==> config.mk <==
export PLATFORM = sky130hd
export DESIGN_NAME = bram_port_arbiter
export DESIGN_NICKNAME = d
export VERILOG_FILES = /design/src/rtl/bram_port_arbiter.sv
export SDC_FILE = /design/constraint.sdc
export NUM_CORES = 1
export LEC_CHECK = 0
export ABC_AREA = 1
export ABC_CLOCK_PERIOD_IN_PS = 4900
export CAP_MARGIN = 20
export CORE_MARGIN = 2
export CORE_UTILIZATION = 34
export DETAILED_ROUTE_END_ITERATION = 12
export PLACE_DENSITY_LB_ADDON = 0.2
export SLEW_MARGIN = 5
export SYNTH_ARGS = -nofsm -noshare
export SYNTH_HDL_FRONTEND = slang
export SYNTH_SLANG_ARGS = --single-unit
==> constraint.sdc <==
create_clock -name clk -period 4.9 [get_ports clk]
set_input_delay 0.98 -clock clk [delete_from_list [all_inputs] [get_ports clk]]
set_output_delay 0.98 -clock clk [all_outputs]
set_load 0.03 [all_outputs]
==> src/rtl/bram_port_arbiter.sv <==
`default_nettype none
// ============================================================================
//  Module      : bram_port_arbiter
//  Description : Round-robin arbiter that shares the single A port of one
//                alta_bram9k among N_REQ single-beat requesters. The granted
//                request is steered combinationally onto the BRAM pins. In-
//                flight reads are tracked so that the returned data is tagged
//                with a one-hot per-requester rvalid strobe.
//  Ports       : clk          - system clock, also the BRAM Clk0
//                rst          - synchronous active-high reset
//                req_i        - per-requester access request
//                we_i         - per-requester write qualifier (1 = write)
//                addr_i       - packed addresses, requester i at [i*ADDR_W +: ADDR_W]
//                wdata_i      - packed write data, packed the same way
//                gnt_o        - one-hot grant, combinational
//                rvalid_o     - one-hot read-return strobe
//                rdata_o      - shared read data, qualified by rvalid_o
//                bram_addr_o  - BRAM AddressA
//                bram_din_o   - BRAM DataInA
//                bram_we_o    - BRAM WeA
//                bram_re_o    - BRAM ReA
//                bram_clken_o - BRAM ClkEn0
//                bram_dout_i  - BRAM DataOutA
//  Revision    : 1.0 - initial release
// ============================================================================
module bram_port_arbiter #(
    parameter int N_REQ  = 4,
    parameter int ADDR_W = 12,
    parameter int DATA_W = 8,
    parameter int RD_LAT = 1
) (
    input  logic                       clk,
    input  logic                       rst,
    input  logic [N_REQ-1:0]           req_i,
    input  logic [N_REQ-1:0]           we_i,
    input  logic [N_REQ*ADDR_W-1:0]    addr_i,
    input  logic [N_REQ*DATA_W-1:0]    wdata_i,
    output logic [N_REQ-1:0]           gnt_o,
    output logic [N_REQ-1:0]           rvalid_o,
    output logic [DATA_W-1:0]          rdata_o,
    output logic [ADDR_W-1:0]          bram_addr_o,
    output logic [DATA_W-1:0]          bram_din_o,
    output logic                       bram_we_o,
    output logic                       bram_re_o,
    output logic                       bram_clken_o,
    input  logic [DATA_W-1:0]          bram_dout_i
);

    localparam int             PTR_W = $clog2(N_REQ);
    localparam logic [PTR_W:0] N_EXT = (PTR_W+1)'(N_REQ);
    localparam logic [PTR_W-1:0] PTR_LAST = PTR_W'(N_REQ - 1);

    logic [PTR_W-1:0]  ptr_q;
    logic [PTR_W-1:0]  ptr_d;
    logic [PTR_W-1:0]  sel;
    logic [PTR_W:0]    idx;
    logic [N_REQ-1:0]  gnt;
    logic              accept;
    logic              sel_we;
    logic [ADDR_W-1:0] sel_addr;
    logic [DATA_W-1:0] sel_wdata;
    logic [ADDR_W-1:0] last_addr_q;

    // Read-tracking pipeline: a valid bit and a one-hot requester id per stage
    logic [RD_LAT-1:0] vld_q;
    logic [N_REQ-1:0]  id_q [RD_LAT];

    // Search starts at ptr and wraps modulo N_REQ. idx carries one extra bit
    // so that ptr+j never overflows before the explicit wrap subtraction,
    // which keeps non-power-of-two N_REQ correct.
    always_comb begin
        gnt    = '0;
        sel    = '0;
        accept = 1'b0;
        idx    = '0;
        for (int j = 0; j < N_REQ; j++) begin
            idx = {1'b0, ptr_q} + (PTR_W+1)'(j);
            if (idx >= N_EXT) begin
                idx = idx - N_EXT;
            end
            if (!accept && !rst && req_i[idx[PTR_W-1:0]]) begin
                accept                 = 1'b1;
                gnt[idx[PTR_W-1:0]]    = 1'b1;
                sel                    = idx[PTR_W-1:0];
            end
        end
    end

    always_comb begin
        sel_we    = we_i[sel];
        sel_addr  = addr_i[sel*ADDR_W +: ADDR_W];
        sel_wdata = wdata_i[sel*DATA_W +: DATA_W];
    end

    always_comb begin
        ptr_d = ptr_q;
        if (accept) begin
            ptr_d = (sel == PTR_LAST) ? '0 : sel + 1'b1;
        end
    end

    always_ff @(posedge clk) begin
        if (rst) begin
            ptr_q       <= '0;
            last_addr_q <= '0;
            vld_q       <= '0;
            for (int s = 0; s < RD_LAT; s++) begin
                id_q[s] <= '0;
            end
        end else begin
            ptr_q <= ptr_d;
            if (accept) begin
                last_addr_q <= sel_addr;
            end
            vld_q[0] <= accept & ~sel_we;
            id_q[0]  <= gnt;
            for (int s = 1; s < RD_LAT; s++) begin
                vld_q[s] <= vld_q[s-1];
                id_q[s]  <= id_q[s-1];
            end
        end
    end

    assign gnt_o        = gnt;
    assign rvalid_o     = vld_q[RD_LAT-1] ? id_q[RD_LAT-1] : '0;
    assign rdata_o      = bram_dout_i;

    // Idle cycles keep the last address on the pins so the BRAM address
    // input does not toggle needlessly.
    assign bram_addr_o  = accept ? sel_addr : last_addr_q;
    assign bram_din_o   = accept ? sel_wdata : '0;
    assign bram_we_o    = accept & sel_we;
    assign bram_re_o    = accept & ~sel_we;
    assign bram_clken_o = 1'b1;

endmodule
`default_nettype wire

Word level (Yosys, flattened, before mapping)
Memory sizes are Yosys's and may differ from the RTL's.
Cells that the tools add are included.
Widths: inputs -> output; s select.
- add/subtract/negate cells: 8
- multipliers: 1
- $lt $le $gt $ge: 13
- equality and inequality tests: 1
- shift-type cells: 2
- muxes and demuxes: 43
- bitwise operators: 6
- reduce and logical (&&, ||, !) cells: 16
- operators by type and width (operator ; number):
    $shiftx 48x7->12 ; 1
    $shiftx 32x6->8 ; 1
    $mux 4 ; 6
    $mux 2 ; 9
    $mux 1 ; 17
    $lt 2x3->1 const B ; 5
    $mux 12 ; 1
    $or 4x4->4 ; 3
    $logic_and 1x1->1 ; 11
    $bmux 1 s2 ; 5
    $ge 3x3->1 const B ; 3
    $demux 1 s2 ; 4
    $ge 2x1->1 const B ; 4
    $mux 8 ; 1
    $sub 2x1->2 const B ; 4
    $add 2x2->3 const B ; 2
    $logic_not 1->1 ; 4
    $mul 2x2->4 const B ; 1
    $reduce_or 4->1 ; 1
    $add 2x1->3 const B ; 1
    $ge 2x3->1 const B ; 1
    $add 2x1->2 const B ; 1
    $and 1x1->1 ; 2
    $eq 2x2->1 const B ; 1
    $not 1->1 ; 1
- register bits: 15
- bits in writable memories: 4
- output and inout bits: 39
- word-level logic and storage cells: 94
- memories kept: 1
- memories (name ; words ; width ; rd ports ; clocked after memory_dff ; wr ports ; line ; source):
    id_q ; 1 ; 4 ; 1 ; 0 ; 1 ; 66 ; logic [N_REQ-1:0] id_q [RD_LAT];

Depth between registers and ports, before layout
Gate-level depths: netlist of run 1.
- depth after elaboration: 22
- mapped depth: 16
- gate-level depth less buffers: 15

Worst setup path after synthesis of run 1
OpenSTA, ideal clock, no wires.
- path type: input -> output
- start: input rst
- end: output bram_din_o[2]
- arrival time: 2666 ps
- data required time: 3920 ps
- slack: 1254 ps
- cell stages on the path: 12
- path buffers: 2
- cells stage by stage: clkbuf_1 inv_1 nand2_2 nor2_4 inv_2 nand2_2 nand2_4 nand2_4 buf_2 nand2_1 o211ai_1 a21oi_1
- word-level cells in the longest chain between the ends: 17
- elaborated cells on any way between the ends: 21
- those cells by class: 1 x shift; 9 x mux; 11 x reduce/logical
- RTL lines (item ; line ; source):
    start: declaration ; 33 ; input logic rst,
    $logic_not 1->1 * ; 81 ; if (!accept && !rst && req_i[idx[PTR_W-1:0]]) begin
    $logic_and 1x1->1 ; 81 ;
    $mux 1 ; 81 ;
    $logic_not 1->1 ; 81 ;
    $logic_and 1x1->1 (2 in series) ; 81 ;
    $mux 1 ; 81 ;
    $logic_not 1->1 ; 81 ;
    $logic_and 1x1->1 (2 in series) ; 81 ;
    $mux 1 ; 81 ;
    $logic_not 1->1 ; 81 ;
    $logic_and 1x1->1 (2 in series) ; 81 ;
    $mux 2 ; 81 ;
    $shiftx 32x6->8 ; 92 ; sel_wdata = wdata_i[sel*DATA_W +: DATA_W];
    $mux 8 * ; 131 ; assign bram_din_o = accept ? sel_wdata : '0;
    end: declaration ; 42 ; output logic [DATA_W-1:0] bram_din_o,
Mark *: on every way between the ends. The rest lies on a longest branch, timed or not.

Worst setup path after layout of run 1
- start: input req_i[1]
- end: output bram_addr_o[3]
- word-level cells in the longest chain between the ends: 19
- elaborated cells on any way between the ends: 29
- those cells by class: 1 x mul; 1 x shift; 17 x mux; 10 x reduce/logical
- RTL lines (item ; line ; source):
    start: declaration ; 34 ; input logic [N_REQ-1:0] req_i,
    $bmux 1 s2 ; 81 ;
    $mux 1 (not written as such) ; 81 ;
    $logic_and 1x1->1 ; 81 ;
    $mux 1 ; 81 ;
    $logic_not 1->1 ; 81 ;
    $logic_and 1x1->1 (2 in series) ; 81 ;
    $mux 1 ; 81 ;
    $logic_not 1->1 ; 81 ;
    $logic_and 1x1->1 (2 in series) ; 81 ;
    $mux 1 ; 81 ;
    $logic_not 1->1 ; 81 ;
    $logic_and 1x1->1 (2 in series) ; 81 ;
    $mux 2 ; 81 ;
    $mul 2x2->4 ; 91 ; sel_addr = addr_i[sel*ADDR_W +: ADDR_W];
    $shiftx 48x7->12 ; 91 ;
    $mux 12 * ; - ;
    end: declaration ; 41 ; output logic [ADDR_W-1:0] bram_addr_o,
Mark *: on every way between the ends. The rest lies on a longest branch, timed or not. The select of a mux whose other input is x is not followed.

==> results of run 1 <==
-- power by group --
group          internal (mW)  total, mW  switching (mW)
registers              0.215      0.239          0.0239
logic                  0.687       1.85            1.16
clock network         0.0567      0.114          0.0569
total                  0.959       2.20            1.24
-- cell usage after synthesis (4+ instances only) --
library cell	number	area [sq um]
nand3_2	5	50.1
ha_1	4	50.1
nand2_4	4	45.0
buf_2	11	55.1
inv_1	92	345
a22oi_1	4	30.0
or2_2	12	75.1
buf_4	13	97.6
nand2_2	7	43.8
a21oi_1	8	40.0
inv_2	4	15.0
o211ai_1	16	120
nand3_1	78	390
dfxtp_1	19	380
o221ai_1	8	70.1
nor2_1	17	63.8
nand2_1	60	225
-- stage by stage --
| stage | util (%) | power [mW] | std cells | area [sq um] | setup slack [ns] |
|---|---|---|---|---|---|
| 6_report | 53.4 | 2.20 | 559 | 3430 | 0.265 |
| 5_1_grt | 53.4 | 2.39 | 559 | 3430 | 0.00132 |
| 4_1_cts | 53.4 | 2.20 | 559 | 3430 | 0.287 |
| 3_5_place_dp | 52.7 | 2.09 | 555 | 3390 | 0.311 |
| 3_3_place_gp | 52.7 | 2.07 | 555 | 3390 | 0.345 |
| 2_1_floorplan | - | 1.56 | 386 | 2290 | 1.25 |
-- final cells by class --
class | count | area [sq um]
Sequential cell | 19 | 380
Clock buffer | 3 | 41.3
Multi-Input combinational cell | 241 | 1360
Timing Repair Buffer | 121 | 1190
Fill cell | 626 | 2990
Tap cell | 77 | 96.3
Inverter | 97 | 364
Clock inverter | 1 | 5.00
-- worst max-delay path, cell delays in order --
cell and delay, ns:
clkdlybuf4s50_1 0.50, nand2_1 0.09, nand3_1 0.12, nand2_2 0.09, inv_1 0.06, nand4_1 0.14, nand2_2 0.29, nand2_4 0.25
nand2_4 0.46, nand2_1 0.10, nand3_1 0.10, nand3_1 0.13, nand2_1 0.12, inv_1 0.08, buf_12 0.14
-- registers in the layout, indices dropped and copies added, names as in the netlist --
name / cells
last_addr_q: 12
id_q: 4
ptr_q: 2
vld_q: 1
-- layout by cell type (no fill, tap or decap) --
master and n:
a211oi_1 1, a21oi_1 8, a21oi_2 1, a22oi_1 4, buf_12 3, buf_4 21
clkbuf_8 3, clkdlybuf4s50_1 97, clkinv_1 1, clkinv_2 1, conb_1 1, dfxtp_1 19
ha_1 4, inv_1 92, inv_2 4, nand2_1 60, nand2_2 7, nand2_4 4
nand3_1 78, nand3_2 5, nand4_1 2, nand4_4 1, nor2_1 17, nor2_2 2
nor2_4 3, nor3_1 1, o211ai_1 16, o211ai_2 2, o21ai_0 1, o21ai_1 2
o21bai_1 1, o221ai_1 8, or2_2 12
-- cells by family (layout without fill, tap and decap cells) --
group / Yosys count / count (layout)
buf+inv: 126 / 222
flops: 19 / 19
fa+ha+maj: 4 / 4
simple gates: 192 / 192
compound gates: 44 / 44
other cells: 1 / 1
-- per-layer routing --
layer | vias to the layer above | GRT usage [%] | share of wire (%)
li1 | 1402 | - | -
met1 | 1199 | 26.9 | 46
met2 | 118 | 30.2 | 45
met3 | 12 | 1.83 | 7.5
met4 | 0 | 5.05 | 1.4
met5 | - | 0 | 0
-- worst max-delay path by stage --
| stage | depth (start not counted) | end | from |
|---|---|---|---|
| 6_report | 15 | bram_addr_o[3] | req_i[1] |
| 5_1_grt | 15 | bram_addr_o[3] | req_i[3] |
| 4_1_cts | 15 | bram_addr_o[3] | req_i[1] |
| 3_3_place_gp | 15 | bram_addr_o[3] | req_i[3] |
| 3_5_place_dp | 15 | bram_addr_o[3] | req_i[1] |
| 2_1_floorplan | 12 | bram_din_o[2] | rst |
==> impl_results.md, run 1 <==
* Result of the run: finished clean
* Clk sink count at 19
* Reg2Reg Setup Slack at 1.67 ns
* Yosys warning count at 0
* Mapped cell area at 2290 sq um
* Number of buffers inserted by port buffering at 119
* Min-Delay Endpoint: last_addr_q[1]
* Global routing usage summed across all routing layers at 18.9%
* Worst r2r src: ptr_q[0]
* Count of final setup violators at 0
* Worst slew pin tran at 0.884 ns
* Synthesized area divided by synthesized cell count at 5.93 sq um
* Multiplexer share of the synthesized area at 0%
* IO Pins at 137
* Highest attainable clock frequency at 0.216 GHz
* Type of the worst setup path: input port to output port
* Worst VDD drop at 0.448 mV
* Adder-cell share of the synthesized area at 2.19%
* Fraction of final layout cells with drive strength greater than 1 at 14.3%
* First drt pass iteration count at 5
* Worst EP required at 3.92 ns
* Routed WL per cell at 13.0 um
* Type of element capturing the critical path: output port
* Kind of start point of the critical path: input port
* Compound-gate portion of the synthesized area at 14.2%
* Synthesized-area fraction occupied by and/or/nand/nor cells at 42.8%
* Post-Synthesis Net Count at 488
* Max Root-Sink Buffers at 2
* Total Die Area at 7400 sq um
* Global placer's final weighted congestion at 0.895
* Post-synthesis async set-or-reset flop share at 0%
* Hold Fails Final Rpt at 0
* CTS H-tree lvls at 1
* Number of antenna cells inserted at 0
* Tightest Hold Check Type: register to register
* Area added between synthesis and finish at 50.1%
* Portion of the post-synthesis area used by sequential elements at 16.6%
* Register bit total from synthesis at 19
* Number of setup buffers added after CTS at 0
* Worst slew margin relative to its limit at 40.6%
* Clock buffers created by TritonCTS at 3
* Worst-Skew Late Latency at 0.26 ns
* Slew Limit Fails at 0
* Via density per instance at 4.89
* Hold-fix buffers at CTS at 0
* Period Utilization, post-route at 94.6%
* Number of enable flip-flop cells after synthesis at 0
* Number of remaining DRC errors at 0
* Clock Skews at 0.00181 ns
* Register clock-pin slew on the reported worst setup and hold paths at 0.07 ns
* Count of vias placed by the detailed router at 2731
* Capture point of the worst reg-to-reg path: last_addr_q[3]
* Maxcap violations at 0
* Routed wire length at 7.25 mm
* Number of DRC markers after the initial detailed-route iteration at 176
* Effective utilization at floorplan at 35.6%
* Number of instances in the synthesized netlist at 386
* Number of antenna violations at the first check in global routing at 0
* # nets final at 585
* Shortest period the worst path allows at 4.64 ns
* Leakage power total at 1.76 nW
* Antenna viol nets, final at 0
* Power Density at 641 nW/um^2
* Global-route congestion overflow total at 0
* Clock tree root driver cell: clkbuf_8
* Commonest register cell after synthesis: dfxtp_1
* Die width at 86.0 um
* Worst reg2reg path depth at 14
* Number of gates resized after CTS at 0
* Setup TNS at 0 ns
* # rows at 29
* CP Data Arrival Time at 3.66 ns
* First-pass GRT wire length at 11.5 mm
* Core area at 6420 sq um
* Largest net degree at the start of global routing at 52
* Floorplan die height at 86.0 um
* Synth Area in XOR/XNOR at 0%
* TritonCTS clock tree: done
* Startpoint of the most critical hold path: last_addr_q[1]
* Distinct cell type count of the synthesized netlist at 32
* Dominant combinational cell family by area after synthesis: simple AND/OR/NAND/NOR gates
* Hold Worst Slack at 0.560 ns
* Via count of the first global-routing pass at 2470
* Setup repair after global routing missed its margin: no
* HPWL reported at the end of detailed placement at 5.46 mm
* Worst hold path stage count at 3
* Largest fanout of any net on the critical path at 51
Note: power is estimated with default switching activity, not from simulation.
==> run 2, diff against run 1 <==
Settings changed: CTS_CLUSTER_SIZE set to 10.
==> results of run 2 <==
Final layout, timing and power as in run 1 (identical DEF).
==> run 3, diff against run 2 <==
Settings changed: CORE_MARGIN 2 to 1.5.
==> run 3 against run 2 <==
The run now ends with DRC left. Via count rose by 0.40%. Worst setup slack improved by 0.16 ns. Sequential cell count did not move. Core utilization up 0.14 points. Wire length is 0.76% higher. Sequential share of layout area barely moved. Count of clock-buffer cells in the layout unchanged. Combinational power about the same.
==> impl_results.md, run 3 (synthesis results as in run 1) <==
* Result of the run: complete, but fails checks
* Failing checks: DRC
* Worst reg2reg path depth at 14 (unchanged)
* Global-route congestion overflow total at 0 (unchanged)
* Max Root-Sink Buffers at 2 (unchanged)
* Via count of the first global-routing pass at 2451 (-0.77%)
* Worst Path Buf+Inv at 4 (unchanged)
* First-pass GRT wire length at 11.5 mm (+0.48%)
* Min-Delay Endpoint: last_addr_q[11]
* Setup TNS at 0 ns (unchanged)
* Startpoint of the most critical hold path: last_addr_q[11]
* Effective utilization at floorplan at 35.6% (unchanged)
* Register clock-pin slew on the reported worst setup and hold paths at 0.07 ns (about the same)
* Leakage power total at 1.76 nW (about the same)
* Regs by FF count: last_addr_q: 12 flops, id_q: 4 flops, ptr_q: 2 flops
* Clock buffers created by TritonCTS at 3 (unchanged)
* Global routing usage summed across all routing layers at 19.2% (+0.32 points)
* Floorplan die height at 85.0 um (-1.2%)
* Period Utilization, post-route at 91.3% (-3.3 points)
* FILL cells at 644 (+2.9%)
* Slowest CP cell: clkdlybuf4s50_1
* Setup slack at placement at 0.328 ns (+0.0174 ns)
* Share of the core filled with cells at 53.6% (+0.14 points)
* # rows at 29 (unchanged)
* Shortest period the worst path allows at 4.48 ns (-0.160 ns)
* Number of setup buffers added after CTS at 0 (unchanged)
* Via density per instance at 4.91 (+0.40%)
* Count of vias placed by the detailed router at 2742 (+0.40%)
* Most common library cell in the layout ignoring fill and taps: clkdlybuf4s50_1
* Reg2Reg Setup Slack at 1.78 ns (+0.11 ns)
* Number of antenna cells inserted at 0 (unchanged)
* Biggest register: last_addr_q
* Worst VDD drop at 0.456 mV (+1.8%)
* Setup repair after global routing missed its margin: no
* Total Die Area at 7230 sq um (-2.3%)
* Fraction of final layout cells with drive strength greater than 1 at 14.3% (unchanged)
* CTS H-tree lvls at 1 (unchanged)
* Maxcap violations at 0 (unchanged)
* Global placer's final weighted congestion at 0.851 (-4.9%)
* Die width at 85.0 um (-1.2%)
* Worst slew margin relative to its limit at 38.0% (-2.6 points)
* Most frequent cells in the layout: clkdlybuf4s50_1, inv_1, nand3_1
* Clk sink count at 19 (unchanged)
* Number of remaining DRC errors at 12 (+12)
* Highest attainable clock frequency at 0.223 GHz (+3.6%)
* Routed wire length at 7.31 mm (+0.76%)
* Hold Fails Final Rpt at 0 (unchanged)
* Tightest Hold Check Type: register to register
* Core area at 6420 sq um (unchanged)
* Largest fanout of any net on the critical path at 51 (unchanged)
* Worst stage delay on the critical path at 0.48 ns (-0.02 ns)
* Type of the worst setup path: input port to output port
* Multi-input gate area at 1370 sq um (+0.65%)
* Area taken by flip-flops and latches at 380 sq um (unchanged)
* Worst-Skew Late Latency at 0.26 ns (about the same)
* Number of antenna violations at the first check in global routing at 0 (unchanged)
* Worst r2r src: ptr_q[0]
* Worst EP required at 3.92 ns (about the same)
* Number of buffers inserted by port buffering at 119 (unchanged)
* Worst slew pin tran at 0.924 ns (+0.0394 ns)
* Clock tree root driver cell: clkbuf_8
* CP delay by family, top: simple AND/OR/NAND/NOR gates
* Number of DRC markers after the initial detailed-route iteration at 207 (+18%)
* Count of final setup violators at 0 (unchanged)
* Antenna viol nets, final at 0 (unchanged)
* Critical path depth in cells at 15 (unchanged)
* Final WS setup at 0.425 ns (+0.160 ns)
* Type of element capturing the critical path: output port
* TritonCTS clock tree: done
* Capture point of the worst reg-to-reg path: last_addr_q[9]
* Largest net degree at the start of global routing at 52 (unchanged)
* Hold-fix buffers at CTS at 0 (unchanged)
* First drt pass iteration count at 10 (+5)
* Slew Limit Fails at 0 (unchanged)
* CP Data Arrival Time at 3.50 ns (-0.16 ns)
* Worst hold path stage count at 3 (unchanged)
* IO Pins at 137 (unchanged)
* # nets final at 585 (unchanged)
* Clock Skews at 0.00156 ns (-0.000248 ns)
* Kind of start point of the critical path: input port
* HPWL reported at the end of detailed placement at 5.52 mm (+1.0%)
* Power Density at 643 nW/um^2 (+0.33%)
* Area added between synthesis and finish at 50.4%
* Sequence of cells on the critical path: clkdlybuf4s50_1 -> nand2_1 -> nand3_1 -> nand2_2 -> inv_1 -> nand4_1 -> nand2_2 -> nand2_4 -> nand2_8 -> nand2_1 -> nand3_1 -> nand3_1 -> nand2_1 -> inv_1 -> buf_4
* Routed WL per cell at 13.1 um (+0.76%)
* Largest register FFs at 12 (unchanged)
run 3: cell types whose count changed in the layout (fill, tap and decap cells not counted):
cell / change
nand2_4: -1
nand2_8: +1
run 3: what timing repair did:
item | 4_1_cts | 5_1_grt
endpoints found under the hold margin | 0 | 0
gates resized for setup | 0 | 1
endpoints found under the setup margin | 0 | 2
run 3: metal layers:
metal  track usage [%]  vias up  routed length (um)
met4              3.43        0                  63
met3              3.40        8                 666
met2              31.2      118                3320
met1              26.8     1209                3260
met5                 0        -                   0
li1                  -     1407                   -
run 3: worst max-delay path by stage:
stage / from / slack (ns) / endpoint
after floorplan: rst / 1.25 / bram_din_o[2]
after global placement: req_i[3] / 0.37 / bram_addr_o[9]
after detailed placement: req_i[3] / 0.33 / bram_addr_o[8]
after CTS: req_i[3] / 0.31 / bram_addr_o[8]
after global routing: req_i[3] / 0.15 / bram_addr_o[7]
final: req_i[3] / 0.42 / bram_addr_o[9]
run 3: through the flow:
step                      hold WS [ns]  cell area, sq um  power (mW)  cells
after floorplan                  0.520              2290        1.56    386
after global placement           0.533              3390        2.08    555
after detailed placement         0.544              3390        2.10    555
after CTS                        0.562              3430        2.21    559
after global routing             0.603              3440        2.39    559
final                            0.556              3440        2.21    559
run 3: where the power goes:
| part | internal, mW | switching [mW] | total [mW] |
|---|---|---|---|
| Combinational | 0.690 | 1.17 | 1.86 |
| Clock | 0.0566 | 0.0530 | 0.110 |
| Sequential | 0.215 | 0.0240 | 0.239 |
| Total | 0.962 | 1.25 | 2.21 |
run 3: cell type report:
class,count,area share (%)
multi-input combinational,241,39.7
inverter,97,10.6
sequential,19,11.1
tap,77,2.80
clock buffer,3,1.20
clock inverter,1,0.145
timing repair buffer,121,34.5
run 3: worst reg2reg max path, stage by stage, from the launching register on:
cell	delay [ns]
dfxtp_1	0.52
inv_2	0.18
ha_1	0.40
inv_1	0.13
nand3_1	0.13
nand2_4	0.12
nand4_1	0.17
nand2_2	0.29
nand2_4	0.26
nand2_8	0.33
nand2_1	0.09
nand3_1	0.08
nand3_1	0.14
nand2_1	0.13
nor2_1	0.05
